**src/rtl/cpu_ctrl_pkg.sv**
```systemverilog
// Shared definitions for the CPU control sequencer: FSM state encoding,
// instruction opcodes, ALU function codes and bus source selects.
package cpu_ctrl_pkg;

    typedef enum logic [2:0] {
        ST_IDLE = 3'd0,
        ST_T0   = 3'd1,
        ST_T1   = 3'd2,
        ST_T2   = 3'd3,
        ST_T3   = 3'd4,
        ST_T4   = 3'd5,
        ST_T5   = 3'd6,
        ST_HALT = 3'd7
    } state_t;

    // Opcodes carried in IR[31:27]
    localparam logic [4:0] OP_ADD  = 5'b00011;
    localparam logic [4:0] OP_SUB  = 5'b00100;
    localparam logic [4:0] OP_OR   = 5'b00101;
    localparam logic [4:0] OP_AND  = 5'b00110;
    localparam logic [4:0] OP_NOP  = 5'b11010;
    localparam logic [4:0] OP_HALT = 5'b11011;

    // ALU function selects; OR doubles as the idle value outside T4
    localparam logic [3:0] ALU_ADD  = 4'b0000;
    localparam logic [3:0] ALU_OR   = 4'b0001;
    localparam logic [3:0] ALU_AND  = 4'b0010;
    localparam logic [3:0] ALU_SUB  = 4'b0011;
    localparam logic [3:0] ALU_IDLE = ALU_OR;

    // Bus source selects; codes 0_rrrr address general-purpose registers
    localparam logic [4:0] BUS_NONE = 5'b00000;
    localparam logic [4:0] BUS_Z_LO = 5'b10011;
    localparam logic [4:0] BUS_PC   = 5'b10100;
    localparam logic [4:0] BUS_MDR  = 5'b10101;

    // Bus select for general-purpose register r
    function automatic logic [4:0] gpSource(input logic [3:0] reg_idx);
        return {1'b0, reg_idx};
    endfunction

endpackage

```
**src/rtl/op_decoder.sv**
```systemverilog
// Opcode classifier and ALU function map for the control sequencer.
// Purely combinational; exactly one of alu_class/is_nop/is_halt/is_illegal
// is high for any opcode.
module op_decoder
    import cpu_ctrl_pkg::*;
(
    input  logic [4:0] opcode,
    output logic       alu_class,
    output logic       is_nop,
    output logic       is_halt,
    output logic       is_illegal,
    output logic [3:0] alu_op
);

    // Classify the opcode and pick the ALU function for ALU-class instructions
    always_comb begin
        alu_class  = 1'b0;
        is_nop     = 1'b0;
        is_halt    = 1'b0;
        is_illegal = 1'b0;
        alu_op     = ALU_IDLE;
        case (opcode)
            OP_ADD: begin
                alu_class = 1'b1;
                alu_op    = ALU_ADD;
            end
            OP_OR: begin
                alu_class = 1'b1;
                alu_op    = ALU_OR;
            end
            OP_AND: begin
                alu_class = 1'b1;
                alu_op    = ALU_AND;
            end
            OP_SUB: begin
                alu_class = 1'b1;
                alu_op    = ALU_SUB;
            end
            OP_NOP:  is_nop     = 1'b1;
            OP_HALT: is_halt    = 1'b1;
            default: is_illegal = 1'b1;
        endcase
    end

endmodule

```
**src/rtl/control_sequencer.sv**
```systemverilog
// Fetch/execute control sequencer. A Moore FSM walks IDLE -> T0..T5 for
// register-to-register ALU instructions, branching in T3 on the opcode class.
// Outputs are decoded from the state register and IR; only the T1 PC/MDR
// loads follow mem_ready so the PC advances once per fetch.
module control_sequencer
    import cpu_ctrl_pkg::*;
(
    input  logic        clock,
    input  logic        clear,
    input  logic        run,
    input  logic        mem_ready,
    input  logic [31:0] IR,
    output logic [4:0]  BusDataSelect,
    output logic [3:0]  GP_addr,
    output logic        e_PC,
    output logic        e_IR,
    output logic        e_Y,
    output logic        e_Z,
    output logic        e_MAR,
    output logic        e_MDR,
    output logic        e_GP,
    output logic        e_HI,
    output logic        e_LO,
    output logic        incPC,
    output logic        MDR_read,
    output logic [3:0]  ALU_op,
    output logic        halted,
    output logic        illegal
);

    state_t     r_state;
    state_t     w_nextState;
    logic       r_startOk;

    logic [4:0] w_opcode;
    logic [3:0] w_ra;
    logic [3:0] w_rb;
    logic [3:0] w_rc;
    logic       w_unusedIrBits;

    logic       w_aluClass;
    logic       w_isNop;
    logic       w_isHalt;
    logic       w_isIllegal;
    logic [3:0] w_aluOp;

    assign w_opcode       = IR[31:27];
    assign w_ra           = IR[26:23];
    assign w_rb           = IR[22:19];
    assign w_rc           = IR[18:15];
    assign w_unusedIrBits = ^IR[14:0];

    assign e_HI = 1'b0;
    assign e_LO = 1'b0;

    op_decoder u_opDecoder (
        .opcode     (w_opcode),
        .alu_class  (w_aluClass),
        .is_nop     (w_isNop),
        .is_halt    (w_isHalt),
        .is_illegal (w_isIllegal),
        .alu_op     (w_aluOp)
    );

    // Hold off the first fetch for one edge after reset release
    always_ff @(posedge clock or negedge clear) begin
        if (!clear) begin
            r_startOk <= 1'b0;
        end else begin
            r_startOk <= 1'b1;
        end
    end

    // State register; clear forces IDLE from any state, HALT included
    always_ff @(posedge clock or negedge clear) begin
        if (!clear) begin
            r_state <= ST_IDLE;
        end else begin
            r_state <= w_nextState;
        end
    end

    // Next-state and control-word decode from the current state and IR
    always_comb begin
        w_nextState   = r_state;
        BusDataSelect = BUS_NONE;
        GP_addr       = 4'b0000;
        e_PC          = 1'b0;
        e_IR          = 1'b0;
        e_Y           = 1'b0;
        e_Z           = 1'b0;
        e_MAR         = 1'b0;
        e_MDR         = 1'b0;
        e_GP          = 1'b0;
        incPC         = 1'b0;
        MDR_read      = 1'b0;
        ALU_op        = ALU_IDLE;
        halted        = 1'b0;
        illegal       = 1'b0;
        case (r_state)
            ST_IDLE: begin
                if (run && r_startOk) begin
                    w_nextState = ST_T0;
                end
            end
            ST_T0: begin
                BusDataSelect = BUS_PC;
                e_MAR         = 1'b1;
                incPC         = 1'b1;
                e_Z           = 1'b1;
                w_nextState   = ST_T1;
            end
            ST_T1: begin
                BusDataSelect = BUS_Z_LO;
                MDR_read      = 1'b1;
                e_PC          = mem_ready;
                e_MDR         = mem_ready;
                w_nextState   = mem_ready ? ST_T2 : ST_T1;
            end
            ST_T2: begin
                BusDataSelect = BUS_MDR;
                e_IR          = 1'b1;
                w_nextState   = ST_T3;
            end
            ST_T3: begin
                if (w_aluClass) begin
                    BusDataSelect = gpSource(w_rb);
                    e_Y           = 1'b1;
                    w_nextState   = ST_T4;
                end else if (w_isHalt) begin
                    w_nextState = ST_HALT;
                end else if (w_isIllegal) begin
                    illegal     = 1'b1;
                    w_nextState = ST_IDLE;
                end else begin
                    w_nextState = ST_IDLE;
                end
            end
            ST_T4: begin
                BusDataSelect = gpSource(w_rc);
                ALU_op        = w_aluOp;
                e_Z           = 1'b1;
                w_nextState   = ST_T5;
            end
            ST_T5: begin
                BusDataSelect = BUS_Z_LO;
                GP_addr       = w_ra;
                e_GP          = 1'b1;
                w_nextState   = ST_IDLE;
            end
            ST_HALT: begin
                halted      = 1'b1;
                w_nextState = ST_HALT;
            end
            default: begin
                w_nextState = ST_IDLE;
            end
        endcase
    end

endmodule

```
**config.mk**
```make
export PLATFORM = sky130hd
export DESIGN_NAME = control_sequencer
export DESIGN_NICKNAME = d
export VERILOG_FILES = /design/src/rtl/cpu_ctrl_pkg.sv /design/src/rtl/op_decoder.sv /design/src/rtl/control_sequencer.sv
export SDC_FILE = /design/constraint.sdc
export NUM_CORES = 1
export LEC_CHECK = 0
export CAP_MARGIN = 10
export CORE_ASPECT_RATIO = 0.8
export CORE_UTILIZATION = 26
export CTS_BUF_LIST = sky130_fd_sc_hd__clkbuf_4 sky130_fd_sc_hd__clkbuf_8
export CTS_CLUSTER_DIAMETER = 60
export DETAILED_ROUTE_END_ITERATION = 12
export PLACE_DENSITY = 0.87
export SLEW_MARGIN = 20
export SYNTH_ARGS = -nofsm -noshare
export SYNTH_HDL_FRONTEND = slang
export SYNTH_SLANG_ARGS = --single-unit
```
**constraint.sdc**
```tcl
create_clock -name clock -period 1.5 [get_ports clock]
set_input_delay 0.45 -clock clock [delete_from_list [all_inputs] [get_ports clock]]
set_output_delay 0.45 -clock clock [all_outputs]
set_load 0.03 [all_outputs]
```
==> qor.csv <==
stage,metric,value,unit
run_status,status,"complete, but fails checks",
run_status,violations in the final reports,setup timing,
placement,setup slack after placement,-1.01,ns
grt,initial antenna violation count,0,
clock_tree,clock buffer count from CTS,3,
yosys,Cell variety after synth,31,
detailed_routing,via density per instance,5.30,
detailed_routing,wl on met1,1320,um
floorplanning,Core Rows,14,
sta,"Period Utilization, post-route",130,%
yosys,count of state elements after synthesis,4,
grt,total global routing track utilization,27.9,%
yosys,proportion of netlist area held by the largest area contributor,17.6,%
sta,number of hold violations in the final report,0,
detailed_routing,antenna-violating nets left,0,
worst_setup_path,path depth of the worst reg2reg path,7,
floorplanning,die outline height,43.9,um
power,Cell Pwr Density,1710,nW/um2
yosys,fraction of synthesis flops using an asynchronous set or reset pin,100,%
detailed_routing,First DRT Iteration DRCs,51,
detailed_routing,DRT Wirelength,3490,um
job,max-cap violation count,0,
detailed_routing,routed length per placed instance,19.4,um
clock_tree,Root Buffer,sky130_fd_sc_hd__clkbuf_4,
grt,pin count of the biggest net entering global routing,14,
detailed_routing,via count,954,
power,standby leakage power,0.720,nW
final_layout,fillers,93,
worst_setup_path,ordered list of cells on the worst path,"nor2b_4, buf_6, nand4_1, nor2_4, buf_6",
yosys,cell accounting for the most synthesized area,sky130_fd_sc_hd__dfrtp_1,
yosys,primary flip-flop cell chosen by synthesis mapping,sky130_fd_sc_hd__dfrtp_1,
final_layout,multi-input combinational cell area,616,um2
yosys,sequential element share of the synthesized area,17.6,%
worst_setup_path,Max Fanout on Critical Path,6,
yosys,cells taking the most area after synthesis,"sky130_fd_sc_hd__dfrtp_1 18%, sky130_fd_sc_hd__buf_4 7.9%, sky130_fd_sc_hd__and3_1 5.5%, sky130_fd_sc_hd__nand2b_1 5.5%, sky130_fd_sc_hd__buf_2 5.3%",
sta,Pins Over Slew Limit,0,
detailed_routing,wire length on met3,356,um
worst_setup_path,number of logic stages on the critical path including buffering,5,
power,internal power contribution,1.45,mW
final_layout,number of nets in the final layout,194,
worst_setup_path,kind of critical path,reg2out,
detailed_routing,number of search-and-repair iterations in the first detailed-routing pass,4,
yosys,Post-Syn Instances,76,
power,IR Drop Worst-Case VDD,1.51,mV
placement,placer congestion estimate,0.773,
power,net switching power of the design,1.36,mW
detailed_routing,number of DRC violations after detailed routing,0,
detailed_routing,highest routing layer actually used,met4,
worst_setup_path,most frequent CP cell,sky130_fd_sc_hd__buf_6,
yosys,top cells by instance count after synthesis,"6 x sky130_fd_sc_hd__buf_2, 6 x sky130_fd_sc_hd__buf_4, 6 x sky130_fd_sc_hd__nor2_1",
floorplanning,starting utilization of the core area,29.0,%
yosys,warning count from the yosys run,0,
worst_setup_path,signal arrival time at the worst endpoint,1.51,ns
clock_tree,clock latency on the worst-skew pair,0.24,ns
sta,unrepaired setup endpoints after global routing,true,
power,proportion of power drawn by flip-flops and latches,6.8,%
placement,quantity of I/O buffers inserted on ports,42,
final_layout,final standard cell area without fillers,1640,um2
power,Sw Ratio,48.5,%
sta,maximum clock frequency,0.511,GHz
worst_setup_path,highest-delay cell along the critical path,sky130_fd_sc_hd__dfrtp_1,
clock_tree,maximum clock insertion buffer count,2,
power,Power Total,2.81,mW
grt,vias in the first global route,910,
worst_setup_path,CP Data Required Time,1.05,ns
worst_setup_path,CP Launch Type,flip-flop,
final_layout,diode count,0,
worst_setup_path,Critical Path Sink Type,output port,
power,share of power burned in combinational logic,88.0,%
worst_setup_path,"slowest stage delay, CP",0.42,ns
clock_tree,clock-pin slew reported for the worst setup and hold paths after clock tree synthesis,0.04,ns
floorplanning,core area,1960,um2
final_layout,fraction of layout cells with a size suffix above 1,70.5,%
yosys,Avg Inst Size Synth,7.49,um2
sta,post-route setup slack,-0.456,ns
placement,area of placed instances,1140,um2
sta,final setup vio count,22,
grt,wire length of the first global-routing pass,4550,um
sta,total negative slack,-7.33,ns
floorplanning,count of pins on the block boundary,62,
worst_setup_path,Buffers & Inverters on Critical Path,2,
detailed_routing,wire length on met2,1630,um
clock_tree,clock tree from TritonCTS,done,
placement,HPWL reported at the end of detailed placement,1600,um
floorplanning,chip width,54.3,um
clock_tree,level count of the clock H-tree,1,
clock_tree,count of hold buffers inserted by post-cts repair,0,
sta,final critical path time including I/O delays and setup,1.96,ns
power,power share of the clock group,5.1,%
floorplanning,total die area,2380,um2
min_path,kind of path behind the tightest hold check,in2async,
yosys,number of flops mapped to enable cells by yosys,0,
sta,worst-case clock skew,0.00453,ns
worst_setup_path,Top Family by Delay on Critical Path,simple AND/OR/NAND/NOR gates,
clock_tree,CTS sink cnt,4,
grt,remaining global-route overflow,0,
yosys,post-synthesis instance area,569,um2
final_layout,Register Area,100,um2
final_layout,relative area change from synthesis to final layout,189,%
-- final cells by class --
class / instances / area share, %
Timing Repair Buffer: 86 / 52.4
Multi-Input combinational cell: 60 / 37.4
Sequential cell: 4 / 6.09
Tap cell: 24 / 1.83
Clock buffer: 3 / 1.37
Inverter: 3 / 0.913
-- timing repair --
item | CTS | global route
gates resized for setup | 90 | 15
endpoints found under the setup margin | 25 | 23
pin swaps | 15 | 12
buffers inserted | 19 | 10
-- placed cells by master (no fill, tap or decap), drive strengths merged, types with 2 or more instances in the layout --
cell | netlist | routed
nand2b | 5 | 5
inv | 3 | 2
xor2 | 2 | 2
and2 | 2 | 2
a32oi | 2 | 2
clkbuf | 0 | 3
and3 | 5 | 5
dfrtp | 4 | 4
conb | 2 | 5
clkdlybuf4s50 | 0 | 14
a21oi | 4 | 4
a22oi | 2 | 2
nand2 | 5 | 5
nand3 | 4 | 4
o21ai | 4 | 4
nor2b | 2 | 2
nor2 | 7 | 7
buf | 12 | 71
-- registers in the layout, summed over array words and instances, names as in the netlist --
| name | flops |
|---|---|
| r_state | 3 |
| r_startOk | 1 |
-- stage by stage --
step / hold WS [ns] / util, % / cells
2_1_floorplan: 0.154 / - / 79
3_3_place_gp: 0.636 / 58.3 / 151
3_5_place_dp: 0.668 / 58.3 / 151
4_1_cts: 0.413 / 79.3 / 173
5_1_grt: 0.436 / 83.8 / 180
6_report: 0.421 / 83.8 / 180
-- per-layer routing --
layer / track usage [%] / vias to the layer above
li1: - / 420
met1: 33.7 / 428
met2: 49.5 / 84
met3: 3.16 / 22
met4: 10.3 / 0
met5: 0 / -
-- power groups by stage --
| stage | registers [mW] | clock network [mW] | logic [mW] |
|---|---|---|---|
| finish | 0.192 | 0.144 | 2.47 |
| global route | 0.190 | 0.153 | 2.57 |
| CTS | 0.182 | 0.143 | 2.19 |
| detailed placement | 0.165 | 0 | 1.52 |
| global placement | 0.164 | 0 | 1.49 |
| floorplan | 0.167 | 0 | 1.08 |
-- kinds of logic after synthesis --
family | Yosys count | share of synthesized area, %
simple gates | 33 | 32.3
compound gates | 20 | 30.5
buf+inv | 15 | 15.2
flops | 4 | 17.6
xor+xnor | 2 | 3.08
other cells | 2 | 1.32
-- final timing paths --
| kind | from | to | slack [ns] |
|---|---|---|---|
| setup / recovery | r_state[0]$_DFFE_PN0P_ | ALU_op[1] | -0.46 |
| hold / removal | clear | r_state[2]$_DFFE_PN0P_ | 0.42 |
| setup reg to reg | r_state[2]$_DFFE_PN0P_ | r_state[0]$_DFFE_PN0P_ | 0 |
| hold reg to reg | r_startOk$_DFF_PN0_ | r_state[0]$_DFFE_PN0P_ | 0.65 |
| max in group asynchronous | clear | r_state[0]$_DFFE_PN0P_ | 0.89 |
| min in group clock | r_startOk$_DFF_PN0_ | r_state[0]$_DFFE_PN0P_ | 0.65 |
Power figures use the tool's default switching activity.
